$ cat config.mk
export PLATFORM = sky130hd
export DESIGN_NAME = wb_rr_arbiter
export DESIGN_NICKNAME = d
export VERILOG_FILES = /design/src/rtl/wb_rr_arbiter.sv
export SDC_FILE = /design/constraint.sdc
export NUM_CORES = 1
export LEC_CHECK = 0
export CORE_AREA = 4 4 109 111
export CTS_CLUSTER_SIZE = 10
export DETAILED_ROUTE_END_ITERATION = 10
export DIE_AREA = 0 0 113 115
export GPL_ROUTABILITY_DRIVEN = 0
export PLACE_DENSITY = 0.62
export SLEW_MARGIN = 15
export SYNTH_ARGS = -nofsm -noshare
export SYNTH_HDL_FRONTEND = slang
export SYNTH_SLANG_ARGS = --single-unit
$ cat constraint.sdc
create_clock -name clk -period 4.3 [get_ports clk]
set_input_delay 0.43 -clock clk [delete_from_list [all_inputs] [get_ports clk]]
set_output_delay 0.43 -clock clk [all_outputs]
set_load 0.03 [all_outputs]
$ cat src/rtl/wb_rr_arbiter.sv
// N-master to 1-slave classic Wishbone arbiter with round-robin grants held for the whole CYC.
// Latency: one cycle from request to grant; data/strobes then pass combinationally both ways.
// Backpressure: losers simply wait with STB high; a stalled slave is cut off by the watchdog via ERR.
module wb_rr_arbiter #(
  parameter int NUM_MASTERS    = 2,
  parameter int ADDR_WIDTH     = 32,
  parameter int DATA_WIDTH     = 32,
  parameter int TIMEOUT_CYCLES = 1024
) (
  input  logic                                clk,
  input  logic                                rst,
  input  logic [NUM_MASTERS-1:0]              m_cyc_i,
  input  logic [NUM_MASTERS-1:0]              m_stb_i,
  input  logic [NUM_MASTERS-1:0]              m_we_i,
  input  logic [NUM_MASTERS*DATA_WIDTH/8-1:0] m_sel_i,
  input  logic [NUM_MASTERS*ADDR_WIDTH-1:0]   m_addr_i,
  input  logic [NUM_MASTERS*DATA_WIDTH-1:0]   m_data_i,
  output logic [DATA_WIDTH-1:0]               m_data_o,
  output logic [NUM_MASTERS-1:0]              m_ack_o,
  output logic [NUM_MASTERS-1:0]              m_err_o,
  output logic                                s_cyc_o,
  output logic                                s_stb_o,
  output logic                                s_we_o,
  output logic [DATA_WIDTH/8-1:0]             s_sel_o,
  output logic [ADDR_WIDTH-1:0]               s_addr_o,
  output logic [DATA_WIDTH-1:0]               s_data_o,
  input  logic [DATA_WIDTH-1:0]               s_data_i,
  input  logic                                s_ack_i,
  output logic [NUM_MASTERS-1:0]              grant_o,
  output logic                                timeout_o
);

  localparam int SEL_WIDTH = DATA_WIDTH / 8;
  localparam int IDX_WIDTH = (NUM_MASTERS > 1) ? $clog2(NUM_MASTERS) : 1;
  localparam int WD_WIDTH  = (TIMEOUT_CYCLES > 1) ? $clog2(TIMEOUT_CYCLES) : 1;

  typedef enum logic [1:0] {IDLE, BUSY, ABORT} state_t;

  state_t                 state;
  logic [NUM_MASTERS-1:0] grant;
  // last_grant doubles as the owner index while BUSY
  logic [IDX_WIDTH-1:0]   last_grant;
  logic [WD_WIDTH-1:0]    wd_cnt;

  logic [NUM_MASTERS-1:0] req;
  logic [IDX_WIDTH-1:0]   pick;
  int                     cand;
  logic                   owner_cyc;
  logic                   owner_stb;
  logic                   fire;

  // Round-robin pick: first requester after last_grant, wrapping; the nearest candidate is assigned last
  always_comb begin
    req  = m_cyc_i & m_stb_i;
    pick = last_grant;
    cand = 0;
    for (int i = NUM_MASTERS; i >= 1; i--) begin
      cand = (int'(last_grant) + i) % NUM_MASTERS;
      if (req[cand[IDX_WIDTH-1:0]]) pick = cand[IDX_WIDTH-1:0];
    end
  end

  // Owner view of the bus; the watchdog fires on the last stalled cycle unless ACK arrives in it
  always_comb begin
    owner_cyc = (state == BUSY) && m_cyc_i[last_grant];
    owner_stb = owner_cyc && m_stb_i[last_grant];
    fire      = (TIMEOUT_CYCLES != 0) && owner_stb && !s_ack_i &&
                (wd_cnt == WD_WIDTH'(TIMEOUT_CYCLES - 1));
  end

  assign s_cyc_o   = owner_cyc;
  assign s_stb_o   = owner_stb;
  assign s_we_o    = m_we_i[last_grant];
  assign s_sel_o   = m_sel_i[last_grant*SEL_WIDTH +: SEL_WIDTH];
  assign s_addr_o  = m_addr_i[last_grant*ADDR_WIDTH +: ADDR_WIDTH];
  assign s_data_o  = m_data_i[last_grant*DATA_WIDTH +: DATA_WIDTH];
  assign m_data_o  = s_data_i;
  assign m_ack_o   = grant & {NUM_MASTERS{s_ack_i & owner_cyc}};
  assign m_err_o   = grant & {NUM_MASTERS{fire}};
  assign timeout_o = fire;
  assign grant_o   = grant;

  // Arbitration FSM: grant in IDLE, hold through CYC in BUSY, one dead cycle in ABORT after a timeout
  always_ff @(posedge clk or posedge rst) begin
    if (rst) begin
      state      <= IDLE;
      grant      <= '0;
      last_grant <= IDX_WIDTH'(NUM_MASTERS - 1);
      wd_cnt     <= '0;
    end else begin
      case (state)
        IDLE: begin
          wd_cnt <= '0;
          if (|req) begin
            grant      <= {{(NUM_MASTERS-1){1'b0}}, 1'b1} << pick;
            last_grant <= pick;
            state      <= BUSY;
          end
        end
        BUSY: begin
          if (!m_cyc_i[last_grant]) begin
            state  <= IDLE;
            grant  <= '0;
            wd_cnt <= '0;
          end else if (fire) begin
            state  <= ABORT;
            grant  <= '0;
            wd_cnt <= '0;
          end else if (owner_stb && !s_ack_i) begin
            wd_cnt <= wd_cnt + 1'b1;
          end else begin
            wd_cnt <= '0;
          end
        end
        ABORT: begin
          state  <= IDLE;
          wd_cnt <= '0;
        end
        default: begin
          state <= IDLE;
          grant <= '0;
        end
      endcase
    end
  end

endmodule

==> impl_metrics.sql <==
INSERT INTO impl_metrics (metric_group, metric, value, unit) VALUES
('yosys', 'synth.net_count', '390', ''),
('run', 'max-cap-violations', '0', ''),
('route', 'average_routed_wire_per_standard_cell', '17.9', 'µm'),
('place', 'dp_cells', '532', ''),
('global_route', 'grt_pass1_wl', '13500', 'µm'),
('global_route', 'grtUsageMet1', '15.2', '%'),
('global_route', 'grt_start_max_net_pins', '74', ''),
('final_layout', 'leading_cell_type_in_the_layout_fill_and_taps_excluded', 'sky130_fd_sc_hd__clkdlybuf4s50_1', ''),
('worst_setup_path', 'critical_path_class', 'in2out', ''),
('yosys', 'avgSynthCellArea', '9.29', 'µm²'),
('clock_network', 'cts.htree.levels', '1', ''),
('worst_setup_path', 'critPathArrivalTime', '2690', 'ps'),
('worst_setup_path', 'reg2reg_slack', '2450', 'ps'),
('run_status', 'status', 'finished, final reports clean', ''),
('worst_setup_path', 'crit_chain', 'clkdlybuf4s50_1 -> mux2i_1 -> or2_1 -> nor4_4 -> and2_1 -> clkdlybuf4s50_1', ''),
('worst_setup_path', 'critical_path_max_stage_delay', '670', 'ps'),
('yosys', 'post_synth_instance_area', '0.00197', 'mm²'),
('clock_network', 'cts_tree', 'built', ''),
('place', 'dpl_worst_slack', '1160', 'ps'),
('global_route', 'antenna_found_initial', '0', ''),
('worst_setup_path', 'critical_path.startpoint', 'm_cyc_i[1]', ''),
('yosys', 'netlist-cell-type-count', '39', ''),
('sta', 'maxSlewViolCount', '0', ''),
('worst_setup_path', 'reg2reg_depth', '5', ''),
('worst_setup_path', 'worst_path_most_repeated_cell', 'sky130_fd_sc_hd__clkdlybuf4s50_1', ''),
('power', 'peakVddDrop', '0.229', 'mV'),
('worst_setup_path', 'cp_max_fo', '5', ''),
('place', 'place.port_buffers', '222', ''),
('worst_setup_path', 'critical-path-slowest-cell', 'sky130_fd_sc_hd__clkdlybuf4s50_1', ''),
('clock_network', 'holdBufCountCts', '0', ''),
('sta', 'final_tns_setup', '0', 'ps'),
('worst_setup_path', 'timing_endpoint_of_the_critical_path', 'm_err_o[0]', ''),
('global_route', 'combined_global_route_utilization_of_all_metal_layers', '13.4', '%'),
('sta', 'finalWorstSetupSlack', '1180', 'ps'),
('yosys', 'syn_inst', '212', ''),
('yosys', 'yosys_register_bits', '15', ''),
('die', 'design.portCount', '287', ''),
('sta', 'hold_viol', '0', ''),
('route', 'vias', '2267', ''),
('worst_setup_path', 'cp-start-kind', 'input port', ''),
('final_layout', 'final_cell_mix', 'sky130_fd_sc_hd__clkdlybuf4s50_1 (222), sky130_fd_sc_hd__mux2_2 (69), sky130_fd_sc_hd__dfrtp_1 (14), sky130_fd_sc_hd__nand2_1 (12)', ''),
('route', 'dr.pass1.iters', '4', ''),
('final_layout', 'nets', '575', ''),
('clock_network', 'post_cts_buffers', '0', ''),
('final_layout', 'drive_above_1_share', '19.4', '%'),
('sta', 'slew_worst_pin', '893', 'ps'),
('die', 'core_region_area', '0.0108', 'mm²'),
('global_route', 'grt_most_used_layer', 'met2', ''),
('final_layout', 'n_fill_cell', '1061', ''),
('clock_network', 'clk_transition_reported_paths', '70', 'ps'),
('clock_network', 'cts_buffers', '3', ''),
('die', 'design.die.area', '0.0130', 'mm²'),
('sta', 'period_share', '72.4', '%'),
('clock_network', 'clock_root_buffer', 'sky130_fd_sc_hd__clkbuf_8', ''),
('die', 'initial_utilization', '18.2', '%'),
('die', 'num_rows', '38', ''),
('worst_setup_path', 'timing.rr.start', 'last_grant', ''),
('yosys', 'synth_sequential_area_ratio', '19.1', '%'),
('place', 'dp_hpwl', '8490', 'µm'),
('power', 'power.static_leakage', '1.54', 'nW'),
('global_route', 'global_route_track_usage_on_met2', '24.4', '%'),
('worst_setup_path', 'critical_path_depth', '6', ''),
('sta', 'fin_worst_hold_slack', '522', 'ps'),
('sta', 'finalClockSkew', '3.70', 'ps'),
('clock_network', 'cts_repair_resize_count', '0', ''),
('sta', 'max_clock_freq', '321', 'MHz'),
('sta', 'final-setup-viol-count', '0', ''),
('route', 'drcViolationCount', '0', ''),
('die', 'die_h', '115', 'µm'),
('clock_network', 'cts.path.max_buffers', '2', ''),
('worst_setup_path', 'worstReg2RegEnd', 'grant_o[1]', '');
per-stage QoR:
stage / util [%] / power, W / area (µm²)
global route: 38.2 / 0.00190 / 4120
floorplan: - / 0.00115 / 1970
CTS: 38.2 / 0.00185 / 4120
finish: 38.2 / 0.00182 / 4120
global placement: 37.8 / 0.00171 / 4080
detailed placement: 37.8 / 0.00172 / 4080
synth_stat cells, drive strengths merged:
| library cell | count | area (µm²) |
|---|---|---|
| nand3b | 3 | 22.5 |
| nand4 | 2 | 12.5 |
| a21o | 1 | 7.51 |
| nor2 | 5 | 18.8 |
| nor3 | 3 | 15.0 |
| dfstp | 1 | 26.3 |
| mux2 | 69 | 777 |
| o2bb2ai | 1 | 8.76 |
| o211ai | 3 | 22.5 |
| inv | 7 | 26.3 |
| a21oi | 4 | 20.0 |
| o21ai | 7 | 35.0 |
| dfrtp | 14 | 350 |
| o21a | 1 | 7.51 |
| and2 | 3 | 18.8 |
| a32o | 1 | 10.0 |
| and3 | 3 | 18.8 |
| buf | 40 | 287 |
| a22oi | 1 | 7.51 |
| nor4 | 3 | 48.8 |
| o31ai | 1 | 7.51 |
| nand3 | 6 | 30.0 |
| or4 | 1 | 7.51 |
| ha | 1 | 12.5 |
| or2 | 2 | 12.5 |
| mux2i | 2 | 20.0 |
| clkbuf | 3 | 11.3 |
| nor2b | 2 | 12.5 |
| a22o | 1 | 8.76 |
| nand2 | 12 | 45.0 |
| nand2b | 1 | 6.26 |
| a311oi | 1 | 8.76 |
| and4 | 1 | 8.76 |
| o22ai | 2 | 12.5 |
| a31oi | 4 | 25.0 |
final cells by class:
class | count | area [µm²] | share of cell area, %
tap | 140 | 175 | 4.25
inverter | 7 | 26.3 | 0.638
timing repair buffer | 223 | 2230 | 54.1
clock buffer | 4 | 45.0 | 1.09
multi-input combinational | 147 | 1270 | 30.8
sequential | 15 | 377 | 9.14
worst register-to-register path, delay by kind of cell (launching register included):
family                 cells  cell delay [ps]
AOI/OAI and AO/OA          2              350
buffers and inverters      1              130
DFF                        1              560
muxes                      1              390
and+or+nand+nor            1              290
power by group:
part           internal (W)  switching [W]  leakage (nW)
Combinational      0.000724       0.000794          1.31
Clock             0.0000657      0.0000523        0.0228
Sequential         0.000161      0.0000235         0.202
sequential cells by signal, indices dropped and copies added, names as in the netlist:
signal,cells
wd_cnt,10
state,2
last_grant,1
grant_o,2
routing by layer:
| layer | vias up | wire [µm] |
|---|---|---|
| li1 | 1106 | - |
| met1 | 1041 | 3570 |
| met2 | 120 | 5100 |
| met3 | 0 | 949 |
| met4 | 0 | 0 |
| met5 | - | 0 |
logic make-up after synthesis:
family,Yosys count,share of synthesized area [%]
mux,71,40.5
flops,15,19.1
simple gates,47,14.1
fa+ha+maj,1,0.635
compound gates,28,9.21
buf+inv,50,16.5
worst min path at each step:
| stage | slack (ps) | cells after the start | to | start |
|---|---|---|---|---|
| 2_1_floorplan | 330 | 1 | grant_o[0] | rst |
| 3_3_place_gp | 500 | 1 | wd_cnt[9] | wd_cnt[9] |
| 3_5_place_dp | 500 | 1 | wd_cnt[9] | wd_cnt[9] |
| 4_1_cts | 510 | 1 | wd_cnt[9] | wd_cnt[9] |
| 5_1_grt | 550 | 1 | wd_cnt[2] | wd_cnt[2] |
| 6_report | 520 | 1 | wd_cnt[9] | wd_cnt[9] |
No activity file was read; power rests on OpenSTA's default activity.
